$ cat src/rtl/sync_frame_ctrl.sv
// rtl/sync_frame_ctrl.sv - wake-up qualified sync front end generating one divided-clock frame
// Optional comp_out glitch qualification is enabled by defining SYNC_GLITCH_FILTER_EN.
module sync_frame_ctrl #(
  parameter int CLK_DIV       = 100,
  parameter int TIMEOUT_TICKS = 20000,
  parameter int FRAME_BITS    = 1000,
  parameter int PREAMBLE_BITS = 192,
  parameter int CNT_W         = 20,
  parameter int SYNC_STAGES   = 3,
  parameter int GLITCH_CYCLES = 4
) (
  input  logic             clki,
  input  logic             rst,
  input  logic             wake_up,
  input  logic             comp_out,
  output logic             wu_valid,
  output logic             data_clk_en,
  output logic             data_clk,
  output logic             bit_strobe,
  output logic [CNT_W-1:0] bit_cnt,
  output logic             tx_bit,
  output logic             timeout,
  output logic             frame_done
);

  localparam logic [CNT_W-1:0] HALF_LAST  = CNT_W'(CLK_DIV / 2 - 1);
  localparam logic [CNT_W-1:0] TIMER_LAST = CNT_W'(TIMEOUT_TICKS - 1);
  localparam logic [CNT_W-1:0] FRAME_N    = CNT_W'(FRAME_BITS);
  localparam logic [CNT_W-1:0] PRE_N      = CNT_W'(PREAMBLE_BITS);

  if ((CLK_DIV < 2) || (CLK_DIV % 2 != 0) || (SYNC_STAGES < 3) || (GLITCH_CYCLES < 1) ||
      (PREAMBLE_BITS > FRAME_BITS)) begin : g_param_check
    $error("sync_frame_ctrl: illegal parameter combination");
  end

  typedef enum logic [1:0] {IDLE, ARMED, RUN} state_t;

  state_t                 state;
  logic [CNT_W-1:0]       timer;
  logic [CNT_W-1:0]       div_cnt;
  logic [SYNC_STAGES-1:0] wake_sync;
  logic [SYNC_STAGES-1:0] comp_sync;
  logic                   wake_rise;
  logic                   comp_rise;
  logic                   sync_edge;

  // Bit 0 takes the raw input; the two oldest stages form the edge detector.
  always_ff @(posedge clki) begin
    if (rst) begin
      wake_sync <= '0;
      comp_sync <= '0;
    end else begin
      wake_sync <= {wake_sync[SYNC_STAGES-2:0], wake_up};
      comp_sync <= {comp_sync[SYNC_STAGES-2:0], comp_out};
    end
  end

  assign wake_rise = wake_sync[SYNC_STAGES-2] & ~wake_sync[SYNC_STAGES-1];
  assign comp_rise = comp_sync[SYNC_STAGES-2] & ~comp_sync[SYNC_STAGES-1];

`ifdef SYNC_GLITCH_FILTER_EN
  localparam logic [CNT_W-1:0] QUAL_N = CNT_W'(GLITCH_CYCLES);

  logic [CNT_W-1:0] qual_cnt;
  logic [CNT_W-1:0] qual_next;

  // The rising-edge cycle counts as the first high cycle; the count saturates at QUAL_N.
  always_comb begin
    qual_next = qual_cnt;
    if (!comp_sync[SYNC_STAGES-2])
      qual_next = '0;
    else if (comp_rise)
      qual_next = CNT_W'(1);
    else if ((qual_cnt != '0) && (qual_cnt != QUAL_N))
      qual_next = qual_cnt + 1'b1;
  end

  always_ff @(posedge clki) begin
    if (rst) qual_cnt <= '0;
    else     qual_cnt <= qual_next;
  end

  assign sync_edge = (qual_next == QUAL_N) && (qual_cnt != QUAL_N);
`else
  assign sync_edge = comp_rise;
`endif

  always_ff @(posedge clki) begin
    if (rst) begin
      state       <= IDLE;
      timer       <= '0;
      div_cnt     <= '0;
      wu_valid    <= 1'b0;
      data_clk_en <= 1'b0;
      data_clk    <= 1'b0;
      bit_strobe  <= 1'b0;
      bit_cnt     <= '0;
      tx_bit      <= 1'b0;
      timeout     <= 1'b0;
      frame_done  <= 1'b0;
    end else begin
      bit_strobe <= 1'b0;
      timeout    <= 1'b0;
      frame_done <= 1'b0;
      case (state)
        IDLE: begin
          if (wake_rise) begin
            state    <= ARMED;
            timer    <= '0;
            wu_valid <= 1'b1;
          end
        end
        ARMED: begin
          // A sync edge on the final window cycle beats the timeout.
          if (sync_edge) begin
            state       <= RUN;
            wu_valid    <= 1'b0;
            data_clk_en <= 1'b1;
            div_cnt     <= '0;
            bit_cnt     <= '0;
            data_clk    <= 1'b0;
            tx_bit      <= 1'b0;
          end else if (wake_rise) begin
            timer <= '0;
          end else if (timer == TIMER_LAST) begin
            state    <= IDLE;
            wu_valid <= 1'b0;
            timeout  <= 1'b1;
          end else begin
            timer <= timer + 1'b1;
          end
        end
        RUN: begin
          if (div_cnt == HALF_LAST) begin
            div_cnt  <= '0;
            data_clk <= ~data_clk;
            if (!data_clk) begin
              bit_strobe <= 1'b1;
              bit_cnt    <= bit_cnt + 1'b1;
              // Post-preamble bits alternate starting with 1.
              tx_bit     <= (bit_cnt < PRE_N) ? 1'b0 : ~(bit_cnt[0] ^ PRE_N[0]);
            end else if (bit_cnt == FRAME_N) begin
              state       <= IDLE;
              data_clk_en <= 1'b0;
              frame_done  <= 1'b1;
            end
          end else begin
            div_cnt <= div_cnt + 1'b1;
          end
        end
        default: state <= IDLE;
      endcase
    end
  end

endmodule

$ cat config.mk
export PLATFORM = sky130hd
export DESIGN_NAME = sync_frame_ctrl
export DESIGN_NICKNAME = d
export VERILOG_FILES = /design/src/rtl/sync_frame_ctrl.sv
export SDC_FILE = /design/constraint.sdc
export NUM_CORES = 1
export LEC_CHECK = 0
export BUFFER_PORTS_ARGS = -buffer_cell sky130_fd_sc_hd__buf_2
export CORE_UTILIZATION = 59
export DETAILED_ROUTE_END_ITERATION = 10
export PLACE_DENSITY = 0.79
export RECOVER_POWER = 25
export SYNTH_ARGS = -nofsm -noshare
export SYNTH_HDL_FRONTEND = slang
export SYNTH_SLANG_ARGS = --single-unit
$ cat constraint.sdc
create_clock -name clki -period 2.6 [get_ports clki]
set_clock_uncertainty 0.1 [all_clocks]
set_input_delay 0.78 -clock clki [delete_from_list [all_inputs] [get_ports clki]]
set_output_delay 0.78 -clock clki [all_outputs]
set_load 0.01 [all_outputs]
Word-level counts from Yosys, hierarchy flattened
Cells that the tools add are included.

word-level totals
  register bits after elaboration = 75
  bits in latches = 0
  bits in writable memories = 0
  bits in read-only memories = 0
  bits of input ports = 4
  word-level logic and storage cells = 93
  memories kept = 0

operators by class
  $add $sub $neg = 3
  multipliers = 0
  divide/modulo/power cells = 0
  magnitude comparators = 1
  equality and inequality tests = 15
  shift operators = 0
  muxes and demuxes = 39
  bitwise operators = 9
  reduce and logical (&&, ||, !) cells = 13

operators with widths
  kind                                                                           count
  20-bit 2-to-1 mux                                                              8
  20-bit case mux with 2 select lines                                            3
  20-bit by 1-bit adder with 20-bit output, second input constant                3
  20-bit by 10-bit == test with 1-bit output, second input constant              1
  20-bit by 15-bit == test with 1-bit output, second input constant              1
  20-bit by 6-bit == test with 1-bit output, second input constant               1
  20-bit by 8-bit less-than comparator with 1-bit output, second input constant  1
  1-bit 2-to-1 mux                                                               16
  2-bit 2-to-1 mux                                                               7
  2-bit != test, second input constant                                           7
  4-bit AND reduction                                                            3
  3-bit != test, second input constant                                           3
  1-bit case mux with 2 select lines                                             4
  4-bit OR reduction                                                             2
  1-bit NOT                                                                      7
  2-bit case mux with 3 select lines                                             1
  6-bit AND reduction                                                            1
  5-bit AND reduction                                                            1
  2-bit nonzero test                                                             2
  3-bit AND reduction                                                            1
  3-bit OR reduction                                                             1
  1-bit bitwise AND                                                              2
  2-bit by 1-bit == test with 1-bit output, second input constant                1
  2-bit == test, second input constant                                           1
  2 further kinds                                                                2

Logic depth before layout (Yosys ltp)
  depth in word-level cells = 5
  depth in mapped cells = 8

Worst setup path before layout
OpenSTA, ideal clock, no wires.

  kind = reg-to-reg
  start point = reg data_clk
  end point = reg bit_cnt[18]
  setup time = 70 ps
  data arrival time = 2058 ps
  path slack = 372 ps
  cell stages (with the launch flop) = 6
  buffers on the path = 0
  cells stage by stage = dfxtp_1 > or3b_2 > o31a_1 > or3_4 > or4_1 > a21oi_1

on the way
  word-level cells in the longest chain between the ends = 2

ends and longest elaborated chain
  what                           RTL line  text
  start, declared                18        output logic data_clk,
  start signal, assigned         136       data_clk <= ~data_clk;
  2-bit != test (no line)        --
  4-bit AND reduction (no line)  --
  end signal, assigned           139       bit_cnt <= bit_cnt + 1'b1;
  end, declared                  20        output logic [CNT_W-1:0] bit_cnt,

Every way passes these cells.
A chain may end at the register's enable or synchronous reset.

Final worst setup path
  start point = reg timer[0]
  end point = reg timer[18]

on the way
  word-level cells in the longest chain between the ends = 5

ends and longest elaborated chain
  what                                      RTL line  text
  start, declared                           39        logic [CNT_W-1:0] timer;
  start signal, assigned                    130       timer <= timer + 1'b1;
  20-bit by 1-bit adder with 20-bit output  130
  20-bit 2-to-1 mux                         125       end else if (timer == TIMER_LAST) begin
  20-bit 2-to-1 mux                         123       end else if (wake_rise) begin
  20-bit 2-to-1 mux                         115       if (sync_edge) begin
  20-bit case mux with 2 select lines       105       case (state)

Several ways; a longest one is shown, not always the timed one. The select of a mux whose other input is x is not followed.

==> results.yml <==
power_and_ir_drop:
  p_seq_share_pct: 55.4
  leakage_nw: 1.44
  intPower_mw: 1.62
  p_per_area_mw_per_mm2: 502
  clkPwrFrac_pct: 41.3
  fin_total_pwr_mw: 2.10
  switching_share_pct: 22.8
  p_comb_share_pct: 3.3
  ir_drop_mv: 0.347
  switchingPower_mw: 0.477
place:
  gp_congestion: 0.881
  postPlaceCellArea_sq_mm: 0.00402
  post-place-ws_ns: 0.228
  dp_cells: 541
  dp_hpwl_mm: 5.95
  io_buffers: 30
clocking:
  clock_latency_ns: 0.35
  cts_hold_buf: 0
  clock_path_buffers: 2
  cts_tree: "built"
  cts_made_buffers: 9
  cts_setup_buffers: 0
  cts_root_buf: "clkbuf_8"
  ctsHtreeMaxLevel: 3
  cts_resized: 0
  clk_pin_slew_ns: 0.08
  clock_sinks: 75
floorplanning:
  dieArea_sq_mm: 0.00667
  ioPinCount: 31
  floorplan.initialDensity_pct: 62.1
  die_h_microns: 81.7
  core_sq_mm: 0.00603
  rows: 28
  die_w_microns: 81.7
global_route:
  grt_max_degree: 29
  grt_antenna_before_repair: 0
  grtUsageTotal_pct: 26.7
  grt_overflow: 0
  grt_pass1_wl_mm: 13.7
  grt_pass1_vias: 3068
critical_path:
  crit_path_start_kind: "register"
  cpMaxStageDelayCell: "or4_1"
  crit_arrival_ns: 2.55
  crit_buf_inv: 0
  cp_max_fo: 5
  path_class: "register to register"
  critPathMaxStageDelay_ns: 0.53
  crit_chain: "ha_1, nand4_1, or2_2, or4_1, or4_1, o211ai_1"
  reg2reg_slack_ns: 0.23
  critPathCaptureType: "register"
  worstPathRequired_ns: 2.78
  crit_top_cell: "or4_1"
  critical_path.top_delay_family: "simple AND/OR/NAND/NOR gates"
sta:
  worst_pin_slew_ns: 1.08
  setup_viol: 0
  max_slew_margin_pct: 27.6
  fin_crit_ns: 2.37
  hold_ws_ns: 0.340
  period_share_pct: 91.2
  rsz0062_at_grt: "false"
  finalHoldViolCount: 0
  slew_violations: 0
  setup_slack_ns: 0.229
  tns_ns: 0
  max_freq_ghz: 0.422
logic_synthesis:
  synth-seq-area-share_pct: 40.1
  avgSynthCellArea_sq_um: 8.45
  async_flop_share_pct: 0
  synth_area_sq_mm: 0.00374
  synth_flop_cell: "dfxtp_1"
  synthDistinctLibCells: 55
  synth-seq-cells: 75
  synth_nets: 452
  synth_edf_count: 0
  synthCells: 443
  synth-warning-count: 0
final_layout:
  utilization_pct: 69.3
  fin_cells: 557
  drive_gt1_share_pct: 11.4
  nNetsFinal: 486
  fin_area_sq_mm: 0.00418
  n_antenna_cell: 0
  area_delta_synth_final_pct: 11.5
  fillers: 507
outcome:
  status: "complete, no violations"
drt:
  wl_per_cell_microns: 15.3
  ant_nets: 0
  drc: 0
  first_pass_iters: 5
  vias: 3521
  routed_wl_mm: 8.51
  viasPerCell: 6.32
  drt_iter0_drc: 226
min_path:
  hold_class: "register to register"
run:
  cap_violations: 0
sequential cells by signal (all words and copies together) (netlist names), 2 cells and up:
signal	cells
bit_cnt	20
div_cnt	20
timer	20
comp_sync	3
wake_sync	3
state	2
per-layer routing:
| metal | up-vias | global-route usage (%) | wire [microns] |
|---|---|---|---|
| met5 | - | 0 | 0 |
| met4 | 0 | 13.2 | 164 |
| met3 | 18 | 5.00 | 499 |
| met2 | 126 | 42.8 | 3910 |
| met1 | 1671 | 34.3 | 3940 |
| li1 | 1706 | - | - |
synthesized netlist by cell type, drive strengths merged, types with 8 or more instances:
| cell type | n | area [sq um] |
|---|---|---|
| nor4b | 9 | 78.8 |
| o21ai | 8 | 40.0 |
| nor2 | 40 | 150 |
| and3 | 11 | 68.8 |
| xnor2 | 21 | 184 |
| nor2b | 8 | 50.1 |
| nor3 | 12 | 60.1 |
| nand2 | 27 | 101 |
| or2 | 8 | 50.1 |
| nand4 | 13 | 81.3 |
| nand3 | 27 | 135 |
| nor4 | 13 | 87.6 |
| a31oi | 13 | 81.3 |
| clkbuf | 20 | 75.1 |
| or4 | 11 | 82.6 |
| inv | 12 | 45.0 |
| dfxtp | 75 | 1500 |
| a21oi | 26 | 130 |
logic make-up after synthesis:
kind of cell    share of synthesized area, %
compound gates                          14.2
buf+inv                                 3.64
simple gates                            34.0
fa+ha+maj                               1.67
mux                                     1.07
xor+xnor                                5.38
flops                                   40.1
path summary, 6_finish.rpt:
check,depth (start not counted),start,endpoint
hold reg to reg,1,comp_sync[0],comp_sync[1]
setup reg to reg,6,timer[0],timer[18]
hold / removal,1,comp_sync[0],comp_sync[1]
setup / recovery,6,timer[0],timer[18]
cell usage in the layout, fill, tap and decap left out, types with 11 or more instances in the layout:
master | netlist | layout
buf_4 | 1 | 15
a21oi_1 | 26 | 26
nand2_1 | 27 | 27
and3_1 | 11 | 11
nor4_1 | 12 | 12
or4_1 | 11 | 11
clkbuf_1 | 20 | 22
buf_2 | 1 | 11
inv_1 | 12 | 12
dfxtp_1 | 75 | 75
a31oi_1 | 13 | 13
xnor2_1 | 21 | 21
nor2_1 | 40 | 40
nand3_1 | 27 | 27
nor3_1 | 12 | 12
nand4_1 | 13 | 13
cell type report:
type                    instances  area, sq um  share of cell area, %
repair buffers                 46          243                   5.81
clock inverters                 5         53.8                   1.29
well taps                      75         93.8                   2.25
inverters                      12         45.0                   1.08
clock buffers                  11          131                   3.15
multi-input cells             333         2110                   50.5
flip-flops and latches         75         1500                   36.0
power by group through the flow:
stage	clock network, mW	registers, mW	logic, mW
finish	0.866	1.16	0.0698
global route	0.926	1.16	0.0775
CTS	0.877	1.16	0.0704
detailed placement	0	1.19	0.0698
global placement	0	1.19	0.0686
floorplan	0	1.19	0.0528
(Power assumes the default switching activity.)
